===== config.mk =====
export PLATFORM = sky130hd
export DESIGN_NAME = motoro3_ramp_ctrl
export DESIGN_NICKNAME = d
export VERILOG_FILES = /design/src/rtl/motoro3_ramp_ctrl.sv
export SDC_FILE = /design/constraint.sdc
export NUM_CORES = 1
export LEC_CHECK = 0
export CORE_UTILIZATION = 42
export DETAILED_ROUTE_END_ITERATION = 10
export PLACE_DENSITY = 0.56
export SETUP_SLACK_MARGIN = 0.05
export SLEW_MARGIN = 20
export SYNTH_ARGS = -nofsm -noshare
export SYNTH_HDL_FRONTEND = slang
export SYNTH_SLANG_ARGS = --single-unit
export TNS_END_PERCENT = 5

===== constraint.sdc =====
create_clock -name clk -period 6.3 [get_ports clk]
set_clock_uncertainty 0.05 [all_clocks]
set_input_delay 0.63 -clock clk [delete_from_list [all_inputs] [get_ports clk]]
set_output_delay 0.63 -clock clk [all_outputs]
set_load 0.02 [all_outputs]

===== src/rtl/motoro3_ramp_ctrl.sv =====
// motoro3_ramp_ctrl: align / ramp / run / decelerate sequencer feeding a commutation engine.
// Optional stall watchdog compiled in when M3RAMP_STALL_DET_EN is defined.
module motoro3_ramp_ctrl #(
    parameter logic [24:0] START_PERIOD = 25'd1_666_667,
    parameter logic [24:0] MIN_PERIOD   = 25'd1_667,
    parameter logic [23:0] ALIGN_CYC    = 24'd10_000_000,
    parameter int unsigned DEC_SHIFT    = 4
) (
    input  logic        clk,
    input  logic        nRst,
    input  logic        run_req,
    input  logic        abort,
    input  logic [24:0] tgt_period,
    input  logic [3:0]  step_in,
    output logic        m3start,
    output logic [24:0] m3period,
    output logic [2:0]  state,
    output logic        at_speed,
    output logic        busy,
    output logic        fault
);
    typedef enum logic [2:0] {
        IDLE  = 3'd0,
        ALIGN = 3'd1,
        RAMP  = 3'd2,
        RUN   = 3'd3,
        DECEL = 3'd4,
        FAULT = 3'd5
    } state_t;

    state_t      state_q, state_d;
    logic [24:0] period_q, period_d;
    logic [23:0] align_cnt_q, align_cnt_d;
    logic [3:0]  prev_step_q;
    logic [24:0] eff_tgt;
    logic [25:0] per_ext, tgt_ext, dec_step, run_step;
    logic [25:0] ramp_next, run_dn, run_up, decel_sum;
    logic        wrap;

    function automatic logic [24:0] sat25(input logic [25:0] v);
        return v[25] ? '1 : v[24:0];
    endfunction

    always_comb begin
        if (tgt_period < MIN_PERIOD)
            eff_tgt = MIN_PERIOD;
        else if (tgt_period > START_PERIOD)
            eff_tgt = START_PERIOD;
        else
            eff_tgt = tgt_period;
    end

    assign wrap = (step_in == 4'd1) && (prev_step_q == 4'd6);

    // All candidate periods are formed one bit wider so add/sub cannot wrap.
    always_comb begin
        per_ext   = {1'b0, period_q};
        tgt_ext   = {1'b0, eff_tgt};
        dec_step  = per_ext >> DEC_SHIFT;
        run_step  = (dec_step == '0) ? 26'd1 : dec_step;
        ramp_next = per_ext - dec_step;
        if (ramp_next < tgt_ext)
            ramp_next = tgt_ext;
        run_dn = per_ext - run_step;
        if (run_dn < tgt_ext)
            run_dn = tgt_ext;
        run_up = per_ext + run_step;
        if (run_up > tgt_ext)
            run_up = tgt_ext;
        decel_sum = per_ext + dec_step;
    end

`ifdef M3RAMP_STALL_DET_EN
    logic [26:0] stall_cnt_q, stall_cnt_d, stall_lim;
    logic        monitoring, stall_hit;

    // >= rather than == so a shrinking period cannot skip past the limit.
    always_comb begin
        stall_lim   = {1'b0, period_q, 1'b0} + 27'd16;
        monitoring  = (state_q == RAMP) || (state_q == RUN) || (state_q == DECEL);
        stall_hit   = monitoring && (step_in == prev_step_q) && (stall_cnt_q >= stall_lim - 27'd1);
        stall_cnt_d = (monitoring && (step_in == prev_step_q)) ? stall_cnt_q + 27'd1 : '0;
    end
`endif

    always_comb begin
        state_d     = state_q;
        period_d    = period_q;
        align_cnt_d = align_cnt_q;
        if (abort) begin
            state_d  = IDLE;
            period_d = START_PERIOD;
        end
`ifdef M3RAMP_STALL_DET_EN
        else if (stall_hit) begin
            state_d = FAULT;
        end
`endif
        else begin
            case (state_q)
                IDLE: begin
                    period_d = START_PERIOD;
                    if (run_req) begin
                        state_d     = ALIGN;
                        align_cnt_d = '0;
                    end
                end
                ALIGN: begin
                    if (!run_req)
                        state_d = IDLE;
                    else if (align_cnt_q == ALIGN_CYC - 24'd1)
                        state_d = RAMP;
                    else
                        align_cnt_d = align_cnt_q + 24'd1;
                end
                RAMP: begin
                    if (!run_req)
                        state_d = DECEL;
                    else if (wrap) begin
                        period_d = sat25(ramp_next);
                        if (ramp_next == tgt_ext)
                            state_d = RUN;
                    end
                end
                RUN: begin
                    if (!run_req)
                        state_d = DECEL;
                    else if (wrap) begin
                        if (per_ext > tgt_ext)
                            period_d = sat25(run_dn);
                        else if (per_ext < tgt_ext)
                            period_d = sat25(run_up);
                    end
                end
                DECEL: begin
                    if (run_req)
                        state_d = RAMP;
                    else if (wrap) begin
                        if (decel_sum >= {1'b0, START_PERIOD}) begin
                            state_d  = IDLE;
                            period_d = START_PERIOD;
                        end else begin
                            period_d = sat25(decel_sum);
                        end
                    end
                end
                FAULT: begin
                    if (!run_req) begin
                        state_d  = IDLE;
                        period_d = START_PERIOD;
                    end
                end
                default: begin
                    state_d  = IDLE;
                    period_d = START_PERIOD;
                end
            endcase
        end
    end

    always_ff @(negedge clk) begin
        if (!nRst) begin
            state_q     <= IDLE;
            period_q    <= START_PERIOD;
            align_cnt_q <= '0;
            prev_step_q <= '0;
`ifdef M3RAMP_STALL_DET_EN
            stall_cnt_q <= '0;
`endif
        end else begin
            state_q     <= state_d;
            period_q    <= period_d;
            align_cnt_q <= align_cnt_d;
            prev_step_q <= step_in;
`ifdef M3RAMP_STALL_DET_EN
            stall_cnt_q <= stall_cnt_d;
`endif
        end
    end

    always_comb begin
        state    = state_q;
        m3period = period_q;
        m3start  = (state_q == ALIGN) || (state_q == RAMP) || (state_q == RUN) || (state_q == DECEL);
        at_speed = (state_q == RUN) && (period_q == eff_tgt);
        busy     = (state_q != IDLE);
`ifdef M3RAMP_STALL_DET_EN
        fault    = (state_q == FAULT);
`else
        fault    = 1'b0;
`endif
    end
endmodule


## After elaboration in Yosys (flattened, before gate mapping)

Index checks and enable logic that the tools add are counted.

| operators by class | value |
|---|---|
| $lt $le $gt $ge | 8 |
| mux-type cells | 37 |
| eq/ne operators | 27 |
| bitwise gates (word level) | 3 |
| add/subtract/negate cells | 5 |
| reduce and logical (&&, ||, !) cells | 13 |

Operators with widths:

| cell | number |
|---|---|
| 25-bit 2-to-1 mux | 16 |
| 25-bit one-hot mux with 5 select lines | 1 |
| 26-bit 2-to-1 mux | 3 |
| 24-bit 2-to-1 mux | 3 |
| 25-bit by 21-bit adder with 26-bit output | 2 |
| 26-bit by 25-bit less-than comparator with 1-bit output | 2 |
| 25-bit by 21-bit subtractor with 26-bit output | 2 |
| 24-bit one-hot mux with 2 select lines | 1 |
| 3-bit 2-to-1 mux | 11 |
| 26-bit by 25-bit equality test with 1-bit output | 1 |
| 26-bit by 21-bit >= comparator with 1-bit output, second input constant | 1 |
| 26-bit by 25-bit > comparator with 1-bit output | 1 |
| 26-bit logical NOT | 1 |
| 25-bit equality test | 1 |
| 25-bit by 21-bit > comparator with 1-bit output, second input constant | 1 |
| 25-bit > comparator | 1 |
| 25-bit by 11-bit less-than comparator with 1-bit output, second input constant | 1 |
| 25-bit less-than comparator | 1 |
| 24-bit by 1-bit adder with 24-bit output, second input constant | 1 |
| 24-bit equality test, second input constant | 1 |
| 2-bit != test, second input constant | 11 |
| 21-bit 2-to-1 mux | 1 |
| 3-bit != test, second input constant | 6 |
| 3-bit one-hot mux with 6 select lines | 1 |
| 15 further kinds | 22 |

| storage, ports and cells | value |
|---|---|
| input bits | 33 |
| logic and storage cells | 97 |
| output and inout port bits | 32 |
| register bits | 56 |

## Longest topological paths before layout

Gate-level depths: netlist of run 1.

| depth | value |
|---|---|
| depth after elaboration | 11 |
| gate-level depth with buffers | 29 |
| depth with buffers taken out | 26 |

==> results of run 1 <==
-- state kept, by name, summed over array words and instances, names as in the netlist --
name and count:
state 3, align_cnt_q 24, m3period 25, prev_step_q 4
-- power by group through the flow --
stage               Combinational, µW  Sequential [µW]  Clock [µW]
detailed placement                347              366        55.0
finish                            395              361         482
floorplan                         183              369        55.0
global placement                  346              366        55.0
global route                      424              360         521
CTS                               375              361         493
-- area by class of cell --
class                   instances  area (µm²)  area share, %
well taps                     378         473           2.96
inverters                     122         463           2.89
clock inverters                59         244           1.52
clock buffers                   5         125          0.782
flip-flops and latches         56        1120           7.01
multi-input cells            1441       10600           66.5
repair buffers                348        2930           18.3
-- critical path: cells and delay by family --
family,cells,cell delay [ns]
buffers and inverters,7,0.92
and+or+nand+nor,3,0.93
AOI/OAI and AO/OA,10,2.11
adders and majority gates,1,0.31
-- cells in the final DEF, fill, tap and decap left out, drive strengths merged, types with 14 or more instances in the layout --
cell	synthesis	routed
o21a	26	26
nand2b	25	25
o21ai	105	105
xnor2	73	73
o21bai	16	16
a2111oi	15	15
nor4	31	31
ha	182	182
nand4	39	39
nor3	48	48
buf	24	292
o211ai	26	26
mux2i	20	20
a211oi	31	31
a21o	14	14
and2	16	16
dfxtp	56	56
clkdlybuf4s50	0	38
nand2	103	103
a31oi	24	24
inv	119	174
xor2	27	27
nor2b	31	31
or3	26	26
a21oi	138	138
and3	20	20
nor2	164	164
nand3	42	42
conb	2	17
-- repair_timing --
action / in CTS / in global routing
gates resized for setup: 119 / 52
pin swaps: 55 / 32
setup buffers: 27 / 2
setup endpoints to repair: 27 / 27
cloned: 2 / 0
hold endpoints to repair: 0 / 0
-- through the flow --
step,hold WS (ns),setup WS (ns),util [%],instance area (µm²)
global placement,0.433,-2.44,53.0,14800
CTS,0.448,-1.45,56.2,15700
detailed placement,0.444,-2.48,53.0,14800
finish,0.444,-1.54,57.1,16000
global route,0.487,-1.70,57.1,16000
floorplan,0.417,-1.36,-,12200
-- layer usage --
layer | vias up | wire length (µm) | GRT usage (%)
li1 | 6911 | - | -
met1 | 6880 | 23400 | 47.8
met2 | 616 | 23300 | 56.5
met3 | 134 | 4070 | 5.94
met4 | 2 | 2460 | 16.9
met5 | - | 15 | 0
-- cells by family after synthesis --
family	Yosys count	share of synthesized area (%)
buf+inv	212	6.96
simple gates	588	24.9
compound gates	519	29.0
fa+ha+maj	186	19.6
mux	29	2.50
other cells	2	0.0624
flops	56	9.31
xor+xnor	102	7.65
-- worst max path at each step --
stage / slack, ns / startpoint / endpoint / depth (start not counted)
6_report: -1.54 / tgt_period[22] / m3period[14] / 21
5_1_grt: -1.70 / tgt_period[22] / m3period[14] / 23
4_1_cts: -1.45 / tgt_period[21] / m3period[14] / 23
3_5_place_dp: -2.48 / tgt_period[18] / m3period[0] / 21
3_3_place_gp: -2.44 / tgt_period[18] / m3period[0] / 21
2_1_floorplan: -1.36 / tgt_period[18] / m3period[14] / 18
==> flow_metrics.tcl, run 1 <==
set metrics [dict create \
    status "finished with violations" \
    violations "setup timing" \
    synth_edf_count 0 \
    whs_path_depth 2 \
    drc 0 \
    dp_cells 2315 \
    worst_slew_pin_slew_ns 1.05 \
    final_nets 2249 \
    netlist.area_leader.share_pct 18.9 \
    rows 61 \
    criticalPathCategory "input pin to flip-flop" \
    ys_seq_area_share_pct 9.31 \
    diodes 0 \
    vdd_drop_max_mv 0.111 \
    antenna_found_initial 2 \
    cts_hold_buf 0 \
    fillers 2815 \
    drv_slew 0 \
    dp_hpwl_um 42200 \
    hold_viol_final 0 \
    cp_cell_sequence "buf_6 > or4_4 > buf_6 > or2_4 > a311o_1 > o21ai_1 > inv_1 > ha_1 > a21oi_1 > nand3_1 > a31oi_2 > buf_4 > o21ai_2 > a221oi_2 > o21ai_2 > buf_6 > buf_16 > buf_4 > a211o_1 > a221oi_2 > a21oi_1" \
    power.share.clock_pct 38.9 \
    rsz0062_at_grt "true" \
    worstRegToRegCells 30 \
    gp_congestion 0.963 \
    synthTopCellsByArea "ha_1, dfxtp_1, a21oi_1" \
    min_from "align_cnt_q[13]" \
    clockBufferDepth 2 \
    crit_top_cell "buf_6" \
    detail_route.wl_per_cell_um 22.1 \
    die_h_um 171 \
    worstPathMaxFanout 4 \
    end_kind "flip-flop" \
    hold_end "align_cnt_q[13]" \
    setup_viol 27 \
    max_stage_delay_ns 0.57 \
    cts_tree "yes" \
    slew-limit-headroom_pct 30.0 \
    p_sw_share_pct 40.7 \
    max_cap_violations 0 \
    cts_buffers 5 \
    synth_most_common_cell "ha_1" \
    fin_setup_tns_ns -37.14 \
    cts-root-buf "clkbuf_16" \
    r2r_start "m3period[23]" \
    synth_cell_types 99 \
    ys_async_sr_fraction_pct 0 \
    yosysTopAreaCell "ha_1" \
    instances_no_fill 2409 \
    crit_required_ns 3.36 \
    rr_endpoint "m3period[14]" \
    syn_area_per_cell_um2 7.11 \
    p_total_uw 1240 \
    leakage_uw 0.00720 \
    core_area_um2 28000 \
    share_comb_of_total_power_pct 31.9 \
    syn_area_um2 12000 \
    start_kind "input pin" \
    cp.arrival_ns 4.90 \
    ys_warn_count 0 \
    fp.dieW_um 171 \
    synth_top_flop_cell "dfxtp_1" \
    globalRouteOverflowTotal 0 \
    drt_iter0_markers 1280 \
    grt_pass1_wl_um 79500 \
    vias 14543 \
    dieArea_um2 29300 \
    final_layout_size_suffix_gt1_share_pct 21.1 \
    dr.pass1.iters 5 \
    syn_to_final_growth_pct 32.9 \
    internal-power_uw 734 \
    vias_per_cell 6.04 \
    antenna_left 0 \
    setup_ws_ns -1.54 \
    start_util_pct 43.0 \
    powerDensity_nw_per_um2 77.4 \
    clk_latency_ns 0.41 \
    clock-sinks 56 \
    synth_seq_cells 56 \
    hold_class "flip-flop to flip-flop" \
    p_sw_uw 504 \
    rrSetupSlack_ns -0.90 \
    cts.clk_slew.worst_paths_ns 0.04 \
    wl_um 53200 \
    portBuffers 63 \
    h-tree-depth 2 \
    grt_pass1_vias 13644 \
    synth_common_cells "ha_1, nor2_1, a21oi_1" \
    crit_slowest_cell "or4_4" \
    pin_count 65 \
    synth_cells 1694 \
    grt_max_degree 22 \
    gr-usage-all-layers_pct 36.0 \
    seq_power_share_pct 29.2 \
]
No activity file was read; power rests on OpenSTA's default activity.
==> run 2, diff against run 1 <==
--- a/config.mk
+++ b/config.mk
@@ -13,4 +13,4 @@
 export SYNTH_ARGS = -nofsm -noshare
 export SYNTH_HDL_FRONTEND = slang
 export SYNTH_SLANG_ARGS = --single-unit
-export TNS_END_PERCENT = 5
+export TNS_END_PERCENT = 100
==> run 2 against run 1 <==
Net effect: register-to-register slack better by 0.31 ns; die area stayed put; non-clock buffer count increased by 42; largest power group unchanged; flip-flop and latch count did not move; highest routed layer is now met4; combinational power grew 11%; first-iteration DRC count grew 23%; clock power barely moved; final area is 6.7% higher; core utilization grew 3.8 points; wire length grew 2.1%; sequential share of layout area shrank 0.37 points; the flow still finishes with violations (setup timing); sequential power about the same; critical endpoint unchanged.
==> flow_metrics.tcl, run 2 (synthesized netlist as in run 1, its figures left out) <==
set metrics [dict create \
    dr.pass1.iters 6 \
    rsz0062_at_grt "true" \
    final_cell_mix "buf_4, inv_1, nor2_1" \
    drt_iter0_markers 1575 \
    leakage_uw 0.00749 \
    vias 14959 \
    slew-limit-headroom_pct 19.6 \
    cp.arrival_ns 4.92 \
    final_util_pct 60.9 \
    pin_count 65 \
    portBuffers 63 \
    clock-sinks 56 \
    cts.clk_slew.worst_paths_ns 0.05 \
    whs_path_depth 2 \
    powerDensity_nw_per_um2 74.9 \
    layout_commonest_cell "buf_4" \
    drv_slew 0 \
    clk_latency_ns 0.40 \
    antenna_left 0 \
    setup_viol 27 \
    hold_slack_ns 0.451 \
    p_total_uw 1280 \
    hold_class "flip-flop to flip-flop" \
    status "finished with violations" \
    hold_viol_final 0 \
    clockBufferDepth 2 \
    drc 0 \
    setup_ws_ns -1.57 \
    diodes 0 \
    final_nets 2292 \
    criticalPathCategory "input pin to flip-flop" \
    design_area_um2 17100 \
    gr-usage-all-layers_pct 36.0 \
    worst_slew_pin_slew_ns 1.21 \
    final_layout_size_suffix_gt1_share_pct 26.1 \
    max_cap_violations 0 \
    violations "setup timing" \
    fp.dieW_um 171 \
    grt_max_degree 22 \
    start_util_pct 43.0 \
    end_kind "flip-flop" \
    vdd_drop_max_mv 0.117 \
    cts_hold_buf 0 \
    rows 61 \
    start_kind "input pin" \
    detail_route.wl_per_cell_um 22.2 \
    grt_pass1_vias 14126 \
    gp_congestion 0.994 \
    grt_pass1_wl_um 80000 \
    cts_tree "yes" \
    dp_hpwl_um 42100 \
    dieArea_um2 29300 \
    globalRouteOverflowTotal 0 \
    wl_um 54300 \
    crit_required_ns 3.35 \
    dpl_cell_area_um2 14900 \
    antenna_found_initial 1 \
    worstRegToRegCells 28 \
    largest_reg_flops 25 \
    core_area_um2 28000 \
    vias_per_cell 6.10 \
    h-tree-depth 2 \
    fin_setup_tns_ns -37.13 \
    die_h_um 171 \
    worstPathMaxFanout 7 \
    cts_buffers 5 \
    cts-root-buf "clkbuf_16" \
    syn_to_final_growth_pct 41.7 \
]
-- run 2: cell types whose count changed in the layout (fill, tap and decap cells not counted), moves of 5 or more --
| cell | before | now |
|---|---|---|
| ha_1 | 176 | 152 |
| nor2_1 | 159 | 154 |
| a21oi_1 | 127 | 120 |
| buf_6 | 19 | 57 |
| ha_4 | 6 | 30 |
| o21ai_2 | 6 | 11 |
| o21ai_0 | 84 | 77 |
| dfxtp_1 | 56 | 51 |
| a21oi_2 | 9 | 15 |
-- run 2: final cells by class --
| cell class | count | area, µm² |
|---|---|---|
| Fill cell | 2562 | 10900 |
| Clock buffer | 5 | 125 |
| Timing Repair Buffer | 390 | 3400 |
| Sequential cell | 56 | 1130 |
| Clock inverter | 59 | 244 |
| Multi-Input combinational cell | 1442 | 11200 |
| Inverter | 122 | 475 |
| Tap cell | 378 | 473 |
-- run 2: timing repair --
| item | CTS | global route |
|---|---|---|
| setup endpoints to repair | 27 | 27 |
| setup buffers | 39 | 37 |
| pin swaps | 65 | 84 |
| cloned | 2 | 1 |
| resized for setup | 157 | 132 |
-- run 2: critical path, cell delays in order --
cell and delay, ns:
buf_6 0.09, or4_4 0.57, nor4_2 0.29, a211o_2 0.21, buf_6 0.14, nand2_8 0.07, or2b_1 0.23, inv_2 0.10
ha_4 0.28, nand4_1 0.16, buf_4 0.19, nor4_4 0.31, and3_4 0.24, and3_4 0.21, nor2_4 0.05, buf_6 0.13
a21oi_4 0.21, o21ai_4 0.15, a211o_1 0.30, a221oi_2 0.25, a21oi_1 0.10
-- run 2: path summary, 6_finish.rpt --
| check | end | slack (ns) | start |
|---|---|---|---|
| setup reg to reg | m3period[7] | -0.59 | m3period[24] |
| hold reg to reg | align_cnt_q[12] | 0.45 | align_cnt_q[12] |
| hold / removal | align_cnt_q[12] | 0.45 | align_cnt_q[12] |
| setup / recovery | m3period[14] | -1.57 | tgt_period[15] |
-- run 2: through the flow --
stage               setup slack, ns  instances
floorplan                     -1.32       1709
global placement              -2.44       2314
detailed placement            -2.42       2314
CTS                           -1.43       2416
global route                  -1.74       2452
finish                        -1.57       2452
-- run 2: metal layers --
metal	vias up	part of all wire (%)	GRT usage, %
met4	0	4.7	16.2
li1	7001	-	-
met3	165	8.7	6.49
met5	-	0	0
met1	7079	43	46.7
met2	714	44	57.7
-- run 2: power breakdown --
group          switching (µW)  leakage, µW  internal [µW]
clock                     278     0.000375            201
combinational             240      0.00666            199
sequential               1.61     0.000454            358
==> run 3, diff against run 2 <==
--- a/config.mk
+++ b/config.mk
@@ -5,6 +5,7 @@
 export SDC_FILE = /design/constraint.sdc
 export NUM_CORES = 1
 export LEC_CHECK = 0
+export CORE_ASPECT_RATIO = 0.6
 export CORE_UTILIZATION = 42
 export DETAILED_ROUTE_END_ITERATION = 10
 export PLACE_DENSITY = 0.56
==> constraint.sdc (replaced) <==
create_clock -name clk -period 9.3 [get_ports clk]
set_clock_uncertainty 0.05 [all_clocks]
set_input_delay 0.93 -clock clk [delete_from_list [all_inputs] [get_ports clk]]
set_output_delay 0.93 -clock clk [all_outputs]
set_load 0.02 [all_outputs]
==> run 3 against run 2 <==
Net effect: the run ends with DRC, setup timing left; flip-flop and latch count unchanged; critical path depth is 1 higher; global-route usage rose by 0.089 points; cell count fell by 4.5%.
==> flow_metrics.tcl, run 3 (synthesized netlist as in run 1, its figures left out) <==
set metrics [dict create \
    end_kind "flip-flop" \
    vias 14636 \
    cp.arrival_ns 5.30 \
    diodes 0 \
    gr-usage-all-layers_pct 36.1 \
    layout_commonest_cell "buf_4" \
    cts.clk_slew.worst_paths_ns 0.04 \
    h-tree-depth 2 \
    dp_hpwl_um 42700 \
    violations "DRC, setup timing" \
    cts-root-buf "clkbuf_16" \
    drc 7 \
    dieArea_um2 29400 \
    whs_path_depth 2 \
    grt_pass1_vias 13050 \
    final_nets 2192 \
    dpl_cell_area_um2 14400 \
    cts_tree "yes" \
    largest_reg_flops 25 \
    criticalPathCategory "input pin to flip-flop" \
    status "finished with violations" \
    start_util_pct 43.2 \
    core_area_um2 27900 \
    grt_pass1_wl_um 80200 \
    worst_slew_pin_slew_ns 1.09 \
    final_cell_mix "buf_4, ha_1, inv_1" \
    setup_ws_ns -0.363 \
    detail_route.wl_per_cell_um 23.1 \
    leakage_uw 0.00699 \
    antenna_left 0 \
    dr.pass1.iters 9 \
    clock-sinks 56 \
    max_cap_violations 0 \
    vdd_drop_max_mv 0.0874 \
    worstPathMaxFanout 5 \
    die_h_um 133 \
    powerDensity_nw_per_um2 52.6 \
    rows 47 \
    design_area_um2 16100 \
    worstRegToRegCells 28 \
    cts_hold_buf 0 \
    wl_um 54000 \
    portBuffers 63 \
    pin_count 65 \
    vias_per_cell 6.25 \
    syn_to_final_growth_pct 33.4 \
    hold_viol_final 0 \
    start_kind "input pin" \
    cts_buffers 5 \
    slew-limit-headroom_pct 26.4 \
    drt_iter0_markers 1880 \
    final_layout_size_suffix_gt1_share_pct 21.2 \
    setup_viol 25 \
    p_total_uw 844 \
    gp_congestion 0.974 \
    crit_required_ns 4.94 \
    hold_class "flip-flop to flip-flop" \
    clockBufferDepth 2 \
    globalRouteOverflowTotal 0 \
    grt_max_degree 22 \
    fp.dieW_um 221 \
    clk_latency_ns 0.41 \
    antenna_found_initial 0 \
    rsz0062_at_grt "true" \
    drv_slew 0 \
]
-- run 3: timing repair --
action / 4_1_cts / 5_1_grt
setup endpoints to repair: 26 / 26
gates cloned: 2 / 0
setup buffers: 22 / 24
resized for setup: 159 / 88
pin swaps: 60 / 71
hold endpoints to repair: 0 / 0
-- run 3: area by class of cell --
class,instances,area (µm²)
well taps,367,459
clock inverters,59,244
clock buffers,5,125
inverters,122,469
flip-flops and latches,56,1120
multi-input cells,1441,11100
repair buffers,291,2560
fillers,2679,11800
-- run 3: metrics by stage --
stage / instances / TNS [ns] / hold WS (ns) / util (%) / setup WS [ns]
floorplan: 1709 / -0.625 / 0.417 / - / -0.130
global placement: 2238 / -30.20 / 0.432 / 51.6 / -1.39
detailed placement: 2238 / -34.48 / 0.452 / 51.6 / -1.54
CTS: 2324 / -5.00 / 0.463 / 55.3 / -0.323
global route: 2341 / -10.12 / 0.482 / 57.6 / -0.501
finish: 2341 / -6.17 / 0.464 / 57.6 / -0.363
-- run 3: metal layers --
| metal | vias to the layer above | global-route usage, % | routed length [µm] |
|---|---|---|---|
| met2 | 805 | 47.6 | 20700 |
| met5 | - | 0 | 0 |
| met3 | 75 | 8.68 | 5960 |
| li1 | 6798 | - | - |
| met4 | 0 | 7.12 | 987 |
| met1 | 6958 | 57.2 | 26400 |
-- run 3: worst paths after layout --
check	start	end	slack (ns)
min reg2reg	align_cnt_q[13]	align_cnt_q[13]	0.46
max	tgt_period[17]	m3period[4]	-0.36
max reg2reg	m3period[21]	m3period[7]	0.88
min	align_cnt_q[13]	align_cnt_q[13]	0.46
-- run 3: power by group --
group | switching (µW) | internal (µW) | leakage, µW
Combinational | 158 | 119 | 0.00617
Sequential | 1.30 | 243 | 0.000453
Clock | 186 | 136 | 0.000375
Total | 346 | 499 | 0.00699
-- run 3: critical path, stage by stage --
cell and delay (ns):
buf_6 0.10, or4_4 0.60, nor4_4 0.30, nand4_1 0.13
buf_6 0.16, a21oi_4 0.18, or2b_1 0.30, inv_2 0.10
buf_12 0.11, ha_4 0.20, a21oi_4 0.13, o21ai_2 0.10
a2111oi_4 0.40, o31ai_4 0.14, buf_4 0.16, o21ai_4 0.28
nor2_4 0.07, buf_6 0.16, buf_6 0.12, a221o_1 0.36
o211a_1 0.13, a21oi_2 0.12
